## src/rtl/vga_timing_gen.sv

```systemverilog
// vga_timing_gen: parametrised VGA raster timing generator.
// Produces h/v counters, registered sync/data-enable/strobes and a blanked,
// optionally bordered colour output, plus a look-ahead framebuffer address
// (next_pixel_x) for a line-doubling framebuffer.
module vga_timing_gen #(
    parameter int   CNT_W    = 10,
    parameter int   H_ACT    = 512,
    parameter int   H_FP     = 58,
    parameter int   H_SYNC   = 82,
    parameter int   H_TOTAL  = 682,
    parameter int   V_ACT    = 480,
    parameter int   V_FP     = 10,
    parameter int   V_SYNC   = 2,
    parameter int   V_TOTAL  = 524,
    parameter logic HS_POL   = 1'b0,
    parameter logic VS_POL   = 1'b0,
    parameter int   IN_BITS  = 5,
    parameter int   OUT_BITS = 4
) (
    input  logic                  clk,
    input  logic                  reset_n,
    input  logic                  sync,
    input  logic                  border,
    input  logic [3*IN_BITS-1:0]  pixel,
    output logic                  vga_h,
    output logic                  vga_v,
    output logic [OUT_BITS-1:0]   vga_r,
    output logic [OUT_BITS-1:0]   vga_g,
    output logic [OUT_BITS-1:0]   vga_b,
    output logic                  vga_de,
    output logic                  frame_start,
    output logic                  line_start,
    output logic [CNT_W-1:0]      vga_hcounter,
    output logic [CNT_W-1:0]      vga_vcounter,
    output logic [CNT_W-1:0]      next_pixel_x
);

    // Parameter sanity: these guarantee the counters never overflow CNT_W
    // and that every timing window lies inside the line/frame.
    if (CNT_W < 2 || CNT_W > 30) begin : g_bad_cnt_w
        $error("vga_timing_gen: CNT_W must be in 2..30");
    end
    if (H_TOTAL <= H_ACT + H_FP + H_SYNC) begin : g_bad_h_total
        $error("vga_timing_gen: H_TOTAL must exceed H_ACT+H_FP+H_SYNC");
    end
    if (V_TOTAL <= V_ACT + V_FP + V_SYNC) begin : g_bad_v_total
        $error("vga_timing_gen: V_TOTAL must exceed V_ACT+V_FP+V_SYNC");
    end
    if (H_TOTAL > (1 << CNT_W) || V_TOTAL > (1 << CNT_W)) begin : g_bad_width
        $error("vga_timing_gen: H_TOTAL/V_TOTAL do not fit in CNT_W bits");
    end
    if (OUT_BITS < 1 || OUT_BITS > IN_BITS) begin : g_bad_bits
        $error("vga_timing_gen: need 1 <= OUT_BITS <= IN_BITS");
    end
    if (H_ACT < 1 || V_ACT < 1) begin : g_bad_act
        $error("vga_timing_gen: active area must be non-empty");
    end

    // Counter-width copies of the timing landmarks
    localparam logic [CNT_W-1:0] H_LAST  = CNT_W'(H_TOTAL - 1);
    localparam logic [CNT_W-1:0] V_LAST  = CNT_W'(V_TOTAL - 1);
    localparam logic [CNT_W-1:0] H_VIS   = CNT_W'(H_ACT);
    localparam logic [CNT_W-1:0] V_VIS   = CNT_W'(V_ACT);
    localparam logic [CNT_W-1:0] H_RIGHT = CNT_W'(H_ACT - 1);
    localparam logic [CNT_W-1:0] V_BOT   = CNT_W'(V_ACT - 1);
    localparam logic [CNT_W-1:0] HS_BEG  = CNT_W'(H_ACT + H_FP);
    localparam logic [CNT_W-1:0] HS_END  = CNT_W'(H_ACT + H_FP + H_SYNC);
    localparam logic [CNT_W-1:0] VS_BEG  = CNT_W'(V_ACT + V_FP);
    localparam logic [CNT_W-1:0] VS_END  = CNT_W'(V_ACT + V_FP + V_SYNC);

    logic [CNT_W-1:0] h, v;
    logic [CNT_W-1:0] h_nxt, v_nxt;
    logic             hend, sel;
    logic             de_c, edge_c, hs_c;
    logic [OUT_BITS-1:0] r_c, g_c, b_c;
    logic             unused_pixel;

    // Low pixel bits below the output depth are intentionally dropped
    assign unused_pixel = ^pixel;

    assign vga_hcounter = h;
    assign vga_vcounter = v;

    // Next raster position and the framebuffer half that position reads from
    always_comb begin
        hend  = (h == H_LAST);
        h_nxt = (hend || sync) ? '0 : h + CNT_W'(1);
        v_nxt = v;
        if (sync)
            v_nxt = '0;
        else if (hend)
            v_nxt = (v == V_LAST) ? '0 : v + CNT_W'(1);
        // sel follows the parity of the line the next pixel belongs to
        sel = 1'b0;
        if (!sync)
            sel = hend ? ~v[0] : v[0];
        next_pixel_x = {sel, h_nxt[CNT_W-2:0]};
    end

    // Raster counters
    always_ff @(posedge clk) begin
        if (!reset_n) begin
            h <= '0;
            v <= '0;
        end else begin
            h <= h_nxt;
            v <= v_nxt;
        end
    end

    // Decode of the current position and pixel into pin values
    always_comb begin
        de_c   = (h < H_VIS) && (v < V_VIS);
        edge_c = (h == '0) || (h == H_RIGHT) || (v == '0) || (v == V_BOT);
        hs_c   = (h >= HS_BEG) && (h < HS_END);
        r_c    = pixel[IN_BITS-1   -: OUT_BITS];
        g_c    = pixel[2*IN_BITS-1 -: OUT_BITS];
        b_c    = pixel[3*IN_BITS-1 -: OUT_BITS];
        // blanking wins over the border overlay
        if (!de_c) begin
            r_c = '0;
            g_c = '0;
            b_c = '0;
        end else if (border && edge_c) begin
            r_c = '1;
            g_c = '1;
            b_c = '1;
        end
    end

    // Output pin registers; reset and resync both park the pins inactive
    always_ff @(posedge clk) begin
        if (!reset_n || sync) begin
            vga_h       <= ~HS_POL;
            vga_v       <= ~VS_POL;
            vga_r       <= '0;
            vga_g       <= '0;
            vga_b       <= '0;
            vga_de      <= 1'b0;
            frame_start <= 1'b0;
            line_start  <= 1'b0;
        end else begin
            vga_h       <= hs_c ? HS_POL : ~HS_POL;
            // vsync only toggles at the hsync leading edge
            if (h == HS_BEG) begin
                if (v == VS_BEG)
                    vga_v <= VS_POL;
                else if (v == VS_END)
                    vga_v <= ~VS_POL;
            end
            vga_r       <= r_c;
            vga_g       <= g_c;
            vga_b       <= b_c;
            vga_de      <= de_c;
            line_start  <= (h == '0);
            frame_start <= (h == '0) && (v == '0);
        end
    end

endmodule

```

## config.mk

```make
export PLATFORM = sky130hd
export DESIGN_NAME = vga_timing_gen
export DESIGN_NICKNAME = d
export VERILOG_FILES = /design/src/rtl/vga_timing_gen.sv
export SDC_FILE = /design/constraint.sdc
export NUM_CORES = 1
export LEC_CHECK = 0
export CAP_MARGIN = 15
export CORE_MARGIN = 5
export CORE_UTILIZATION = 35
export DETAILED_ROUTE_END_ITERATION = 7
export HOLD_SLACK_MARGIN = 0.06
export MAX_ROUTING_LAYER = met4
export PLACE_DENSITY = 0.67
export SETUP_SLACK_MARGIN = 0.5
export SYNTH_ARGS = -nofsm -noshare
export SYNTH_HDL_FRONTEND = slang
export SYNTH_SLANG_ARGS = --single-unit
export TNS_END_PERCENT = 20
```

## constraint.sdc

```tcl
create_clock -name clk -period 2.3 [get_ports clk]
set_input_delay 0.69 -clock clk [delete_from_list [all_inputs] [get_ports clk]]
set_output_delay 0.69 -clock clk [all_outputs]
set_load 0.01 [all_outputs]
```

# [Yosys cells after proc, flatten, opt, wreduce, memory -nomap -nowiden]
# Cells that the tools add are included.
[totals] register_bits=37 latch_bits=0 ramBits=0 mem_bits_ro=0 out_inout_bits=47 elab_cells=54 memories=0
[op_classes] addsub=2 multipliers=0 div_mod_pow=0 n_lt_le_gt_ge=4 n_eq_ne=7 shifts=0 muxes=10 n_bitwise=3 reduce_logical=17
[ops] operator="== test 10 x 9 -> 1 bit (second input constant)" n=4
[ops] operator="== test 10 bit (second input constant)" n=3
[ops] operator="adder 10 x 1 -> 10 bit (second input constant)" n=2
[ops] operator="zero test 10 bit" n=2
[ops] operator="< comparator 10 bit (second input constant)" n=2
[ops] operator="two-way mux 4 bit" n=3
[ops] operator=">= comparator 10 bit (second input constant)" n=1
[ops] operator="< comparator 10 x 9 -> 1 bit (second input constant)" n=1
[ops] operator="two-way mux 10 bit" n=1
[ops] operator="two-way mux 9 bit" n=1
[ops] operator="OR reduction 2 bit" n=3
[ops] operator="logical OR 1 bit" n=5
[ops] operator="two-way mux 1 bit" n=5
[ops] operator="logical AND 1 bit" n=4
[ops] operator="inverter 1 bit" n=3
[ops] operator="AND reduction 2 bit" n=1
[ops] operator="nonzero test 2 bit" n=1
[ops] operator="zero test 1 bit" n=1

# [Longest topological paths before layout]
# Gate-level depths: netlist of run 1.
[logic_depth] depth_word=6 ltp_mapped=8

# [Least setup slack after synthesis of run 1]
# No wires, ideal clock.
[synth_timing] kind="flip-flop to output port" startpoint="register h[1] (netlist: vga_hcounter[1])" endpoint="output next_pixel_x[2]" arrival_ps=1526 required_ps=1610 path_slack_ps=84 path_stages_with_launch=8 n_path_buf=1 cell_sequence="dfxtp_1 -> inv_1 -> ha_1 -> nand4_1 -> nor3_4 -> or2_2 -> buf_2 -> nor2_1"
[synth_via] elab_chain_len=3 word_cells_on_any_way=4 classes_between="1 x add/sub; 1 x eq/ne; 1 x mux; 1 x reduce/logical"
[synth_lines] item="start, declared" line="71" text="logic [CNT_W-1:0] h, v;"
[synth_lines] item="start signal, assigned" line="106" text="h <= h_nxt;"
[synth_lines] item="parallel branches: the longest is 2 deep, another holds adder 10 x 1 -> 10 bit"
[synth_lines] item="two-way mux 9 bit (*)" line="87" text="h_nxt = (hend || sync) ? '0 : h + CNT_W'(1);"
[synth_lines] item="end, declared" line="35" text="output logic [CNT_W-1:0] next_pixel_x"
# Mark *: on every way between the ends.

# [Worst setup path after layout of run 1]
[layout_timing] startpoint="register h[1] (netlist: vga_hcounter[1])" endpoint="output next_pixel_x[3]"
# Same word-level chain as after synthesis.

==> results of run 1 <==
## logic make-up (layout without fill, tap and decap cells)
kind of cell,Yosys count,in the layout
adder cells (fa/ha/maj),6,6
XOR/XNOR,17,17
multiplexers,2,2
buffers and inverters,31,124
flip-flops,37,37
AO/OA/AOI/OAI,20,21
AND/OR/NAND/NOR,85,85
## cell usage in the layout (no fill, tap or decap), drive strengths merged, types with 4 or more instances in the layout
cell / instances
dfxtp: 37
a21oi: 14
dlygate4sd2: 35
ha: 6
clkdlybuf4s50: 13
nand4: 11
nor4: 6
clkbuf: 7
nor2: 33
inv: 18
nand2b: 4
buf: 48
nand2: 6
nand3: 5
xor2: 13
xnor2: 4
## per-stage QoR
step | area (um^2) | hold WS [ns] | setup TNS [ns] | power (uW) | cells
2_1_floorplan | 1829 | 0.5207 | 0 | 736.9 | 198
3_3_place_gp | 2658 | 0.4932 | -5.595 | 814.1 | 342
3_5_place_dp | 2658 | 0.4848 | -5.748 | 815.4 | 342
4_1_cts | 2889 | 0.5060 | -1.316 | 1258 | 357
5_1_grt | 2932 | 0.5288 | -1.585 | 1310 | 359
6_report | 2932 | 0.4982 | -0.7900 | 1249 | 359
## metal layers
layer	up-vias	part of all wire
met1	799	0.46
li1	854	-
met4	0	0.011
met5	-	0
met2	51	0.47
met3	5	0.064
## power by group through the flow
stage	registers, uW	clock network, uW	logic, uW
2_1_floorplan	685	0	52.3
3_3_place_gp	674	0	140
3_5_place_dp	675	0	141
4_1_cts	654	451	153
5_1_grt	657	485	168
6_report	655	437	156
## worst max-delay path: stages (launching register included)
cell and delay, ns:
dfxtp_4 0.36, inv_4 0.06, ha_4 0.11, nand4_1 0.12, nor3_4 0.23, or2_4 0.18, buf_12 0.10, buf_16 0.11
nor2_4 0.03, buf_6 0.12
## cell type report
class / count / area, um^2 / area share
multi-input cells: 131 / 1032 / 0.3521
repair buffers: 98 / 892.1 / 0.3043
flip-flops and latches: 37 / 770.7 / 0.2629
well taps: 67 / 83.83 / 0.02860
clock buffers: 6 / 72.57 / 0.02475
inverters: 18 / 70.07 / 0.02390
clock inverters: 2 / 10.01 / 0.003414
## sequential cells by signal, summed over array words and instances (netlist names)
name	cells
vga_b	4
vga_vcounter	10
line_start	1
vga_h	1
vga_hcounter	10
frame_start	1
vga_de	1
vga_r	4
vga_g	4
vga_v	1
## how the worst min path moves through the flow
stage          startpoint  endpoint  slack, ns  cells after the start
5_1_grt             vga_v     vga_v       0.53                      2
2_1_floorplan       vga_v     vga_v       0.52                      2
6_report            vga_v     vga_v       0.50                      2
3_3_place_gp        vga_v     vga_v       0.49                      2
4_1_cts             vga_v     vga_v       0.51                      2
3_5_place_dp        vga_v     vga_v       0.48                      2
## repair_timing
action,CTS,global route
pin swaps,14,11
endpoints found under the setup margin,70,43
setup buffers,4,2
resized for setup,127,13
gates cloned,3,0
==> flow_summary.toml, run 1 <==
[grt]
globalRouteOverflowTotal = 0
top_usage_layer = "met2"
grt_max_degree = 13
gr-usage-met3 = 0.03924
grt_pass1_vias = 1678
track_usage = 0.1624
grt_pass1_wl_um = 8059
met1_usage = 0.2036
antenna_found_initial = 0
use_met2 = 0.2599

[critical_path]
crit_arrival_ns = 1.74
r2r.worst_path.cells = 8
crit_path_end_kind = "output pin"
start_kind = "register"
startpoint = "vga_hcounter[1]"
endpoint = "next_pixel_x[3]"
r2r-start = "vga_hcounter[1]"
r2r_setup_slack_ns = 0.37
cp_data_required_time_ns = 1.61
rr_endpoint = "vga_b[2]"
crit_type = "reg -> out"
cp_max_fo = 4

[floorplanning]
initial_utilization = 0.3639
rows = 25
ioPinCount = 66
core_area_mm2 = 0.004755
dieHeight_um = 80.32
die-area_mm2 = 0.006451
fp.dieW_um = 80.32

[pwr]
power.density_mw_per_mm2 = 426.0
combinationalPowerShare = 0.125
clkPwrFrac = 0.350
vdd_ir_drop_max_uv = 190.8
p_sw_frac = 0.2438
p_seq_frac = 0.525
p_leak_uw = 0.001280
p_int_uw = 944.3
power.switching_uw = 304.4

[outcome]
violations = "setup timing"
status = "complete, but fails checks"

[flow_run]
maxCapViolations = 0

[clocking]
clock_path_buffers = 2
tritoncts = "built"
clockRootBuffer = "clkbuf_8"
numCtsBuffers = 5
cts.htree.levels = 2
holdBufCountCts = 0
cts.sinks = 37
clk_transition_reported_paths_ns = 0.07
clock_latency_ns = 0.29

[final_layout]
fin_nets = 316
num_antenna_cells = 0
final_core_util = 0.6166
drive_above_1_share = 0.3699
n_fill_cell = 422
areaGrowthSynthToFinish_pct = 69.41

[synth]
yosys.area.top_type = "dfxtp_1"
synth_xor_area_frac = 0.08604
synth_simple_gate_area_frac = 0.2726
synthTopCellsByArea = "dfxtp_1 43%, xor2_1 6.6%, nor2_1 6.3%, ha_1 4.3%, nand4_1 4.0%"
ys_ff_latch = 37
synth_cell_types = 37
async_flop_share = 0
synthAdderAreaFrac = 0.04338
synth_top_family_by_area = "simple AND/OR/NAND/NOR gates"
dominantRegCellSynth = "dfxtp_1"
avgSynthCellArea_um2 = 8.739
synth_nets = 223
synthMuxAreaShare = 0.01157
synth_edf_count = 0
synth_top_area_share = 0.4281
yosys-top-cells-count = "37 x dfxtp_1, 29 x nor2_1, 18 x inv_1"
yosys.cell_count.top_type = "dfxtp_1"
synth-seq-area-share = 0.4281
ys.warnings.count = 0
synth_compound_area_frac = 0.07231
synthCells = 198
synth_area_mm2 = 0.001730

[sta]
period_minus_slack_ns = 2.427
final_hold_viol_count = 0
finalClockSkew_ns = 0.005946
worst_pin_slew_ns = 0.6141
setup_viol_count_final = 10
relSlewSlack = 0.5861
slew_viol_final = 0
fin_ws_ns = -0.1275
fmax_mhz = 412.0
finalCritPeriodShare = 1.055
rsz0062_at_grt = "true"

[detailed_routing]
drc = 0
dr_total_vias = 1709
drtAntennaViolNets = 0
dr.first_iter.drc_count = 42
wl_um = 4929
dr.pass1.iters = 4
avgViaCountPerCell = 4.760
wl_per_cell_um = 13.73

[place]
place_ws_ns = -0.6332
place_congestion = 0.8532
dp_hpwl_um = 3451
portBuffers = 62

[worst_hold_path]
hp-class = "reg -> reg"
Power figures use the tool's default switching activity.
==> inputs of run 2 (changes only) <==
--- a/config.mk
+++ b/config.mk
@@ -6,12 +6,14 @@
 export NUM_CORES = 1
 export LEC_CHECK = 0
 export CAP_MARGIN = 15
+export CORE_ASPECT_RATIO = 1.75
 export CORE_MARGIN = 5
 export CORE_UTILIZATION = 35
 export DETAILED_ROUTE_END_ITERATION = 7
+export DONT_BUFFER_PORTS = 1
 export HOLD_SLACK_MARGIN = 0.06
 export MAX_ROUTING_LAYER = met4
-export PLACE_DENSITY = 0.67
+export PLACE_DENSITY = 0.5
 export SETUP_SLACK_MARGIN = 0.5
 export SYNTH_ARGS = -nofsm -noshare
 export SYNTH_HDL_FRONTEND = slang
==> run 2 against run 1 <==
The run now ends clean. Global-route usage fell by 2.0 points. Power fell by 4.7%. Clock skew rose by 0.0035 ns. Clock power barely moved. Sequential power rose by 2%. Setup slack improved by 0.13 ns. Final area fell by 26%.
==> flow_summary.toml, run 2 (same netlist as run 1, synthesis figures left out) <==
[outcome]
status = "finished, final reports clean"

[grt]
grt_max_degree = 14
grt_pass1_wl_um = 7051
grt_pass1_vias = 1425
globalRouteOverflowTotal = 0
track_usage = 0.1420
antenna_found_initial = 0

[clocking]
cts.htree.levels = 2
clk_transition_reported_paths_ns = 0.07
clock_latency_ns = 0.29
numCtsBuffers = 5
clockRootBuffer = "clkbuf_8"
cts.sinks = 37
holdBufCountCts = 0
clock_path_buffers = 2
tritoncts = "built"

[critical_path]
slowest_delay_ns = 0.35
crit_type = "reg -> out"
r2r_setup_slack_ns = 0.53
r2r-start = "vga_hcounter[0]"
rr_endpoint = "vga_r[3]"
crit_slowest_cell = "dfxtp_4"
timing.critical_path.buf_inv = 2
path_cells = "inv_4 > ha_4 > nand4_1 > nor3_4 > or2_4 > clkbuf_16 > nor2_4"
r2r.worst_path.cells = 7
crit_arrival_ns = 1.61
critPathTopFamily = "simple AND/OR/NAND/NOR gates"
crit_path_end_kind = "output pin"
cp_data_required_time_ns = 1.61
cp_max_fo = 4
start_kind = "register"

[sta]
finalCritPeriodShare = 0.9987
worst_pin_slew_ns = 0.5083
setup_viol_count_final = 0
fin_tns_setup_ns = 0
fmax_mhz = 435.4
period_minus_slack_ns = 2.297
whs_ns = 0.5277
final_hold_viol_count = 0
finalClockSkew_ns = 0.009407
slew_viol_final = 0
relSlewSlack = 0.6611
rsz0062_at_grt = "true"

[detailed_routing]
dr_total_vias = 1424
dr.pass1.iters = 4
drtAntennaViolNets = 0
drc = 0
wl_per_cell_um = 16.87
dr.first_iter.drc_count = 50
wl_um = 4505
avgViaCountPerCell = 5.333

[pwr]
power.density_mw_per_mm2 = 546.5
p_leak_uw = 0.0008145
power_uw = 1190
vdd_ir_drop_max_uv = 344.6

[final_layout]
final_common_cell = "dfxtp_1"
areaGrowthSynthToFinish_pct = 25.89
drive_above_1_share = 0.3333
fin_nets = 237
num_antenna_cells = 0
most-common-layout-cells = "31 x dfxtp_1, 18 x nor2_1, 17 x inv_1"

[worst_hold_path]
hold_depth = 2
hold_start = "pixel[2]"
hp-class = "in -> reg"
hold_end = "vga_r[1]"

[place]
portBuffers = 0
place_congestion = 0.8911
dp_hpwl_um = 3409

[floorplanning]
die-area_mm2 = 0.006505
ioPinCount = 66
rows = 34
initial_utilization = 0.3537
dieHeight_um = 103.0
fp.dieW_um = 63.15
core_area_mm2 = 0.004892

[flow_run]
maxCapViolations = 0
[run 2: changes by cell type in the layout (fill, tap and decap cells not counted), moves of 4 or more]
cell / change
clkdlybuf4s50_1: -13
dfxtp_4: -4
dfxtp_1: +8
buf_2: -4
dlygate4sd2_1: -35
buf_6: -10
dfxtp_2: -4
buf_4: -13
[run 2: repair_timing]
action | CTS | global route
gates cloned | 0 | 1
pin swaps | 2 | 8
endpoints found under the setup margin | 23 | 26
resized for setup | 6 | 19
setup buffers | 0 | 3
[run 2: through the flow]
step	area (um^2)	setup WS, ns	instances	utilization
2_1_floorplan	1829	0.2187	198	-
3_3_place_gp	1931	0.1671	255	0.3946
3_5_place_dp	1931	0.1444	255	0.3946
4_1_cts	2044	-0.1254	263	0.4179
5_1_grt	2178	-0.05966	267	0.4453
6_report	2178	0.003044	267	0.4453
[run 2: cell type report]
type | count | area, um^2
fill | 481 | 2714
multi-input combinational | 130 | 1017
clock inverter | 3 | 16.27
timing repair buffer | 20 | 187.7
inverter | 18 | 70.07
tap | 54 | 67.56
clock buffer | 5 | 68.82
sequential | 37 | 750.7
[run 2: power by group]
| part | internal, uW | switching (uW) | total, uW |
|---|---|---|---|
| Combinational | 31.2 | 49.2 | 80.4 |
| Clock | 210 | 229 | 439 |
| Sequential | 656 | 14.9 | 671 |
| Total | 897 | 293 | 1190 |
[run 2: per-layer routing]
| metal | GRT usage | wire length (um) | vias up |
|---|---|---|---|
| met2 | 0.2680 | 2551 | 71 |
| met5 | - | 0 | - |
| met4 | 0.05392 | 85 | 0 |
| met1 | 0.1316 | 1498 | 653 |
| li1 | - | - | 687 |
| met3 | 0.04362 | 371 | 13 |
[run 2: how the worst max path moves through the flow]
| stage | end | cells past startpoint | start | slack [ns] |
|---|---|---|---|---|
| after floorplan | next_pixel_x[9] | 7 | vga_hcounter[6] | 0.22 |
| after global placement | next_pixel_x[8] | 7 | vga_hcounter[1] | 0.17 |
| after detailed placement | next_pixel_x[6] | 7 | vga_hcounter[1] | 0.14 |
| after CTS | next_pixel_x[6] | 5 | vga_hcounter[8] | -0.13 |
| after global routing | next_pixel_x[3] | 7 | vga_hcounter[1] | -0.06 |
| final | next_pixel_x[4] | 7 | vga_hcounter[1] | 0.003 |
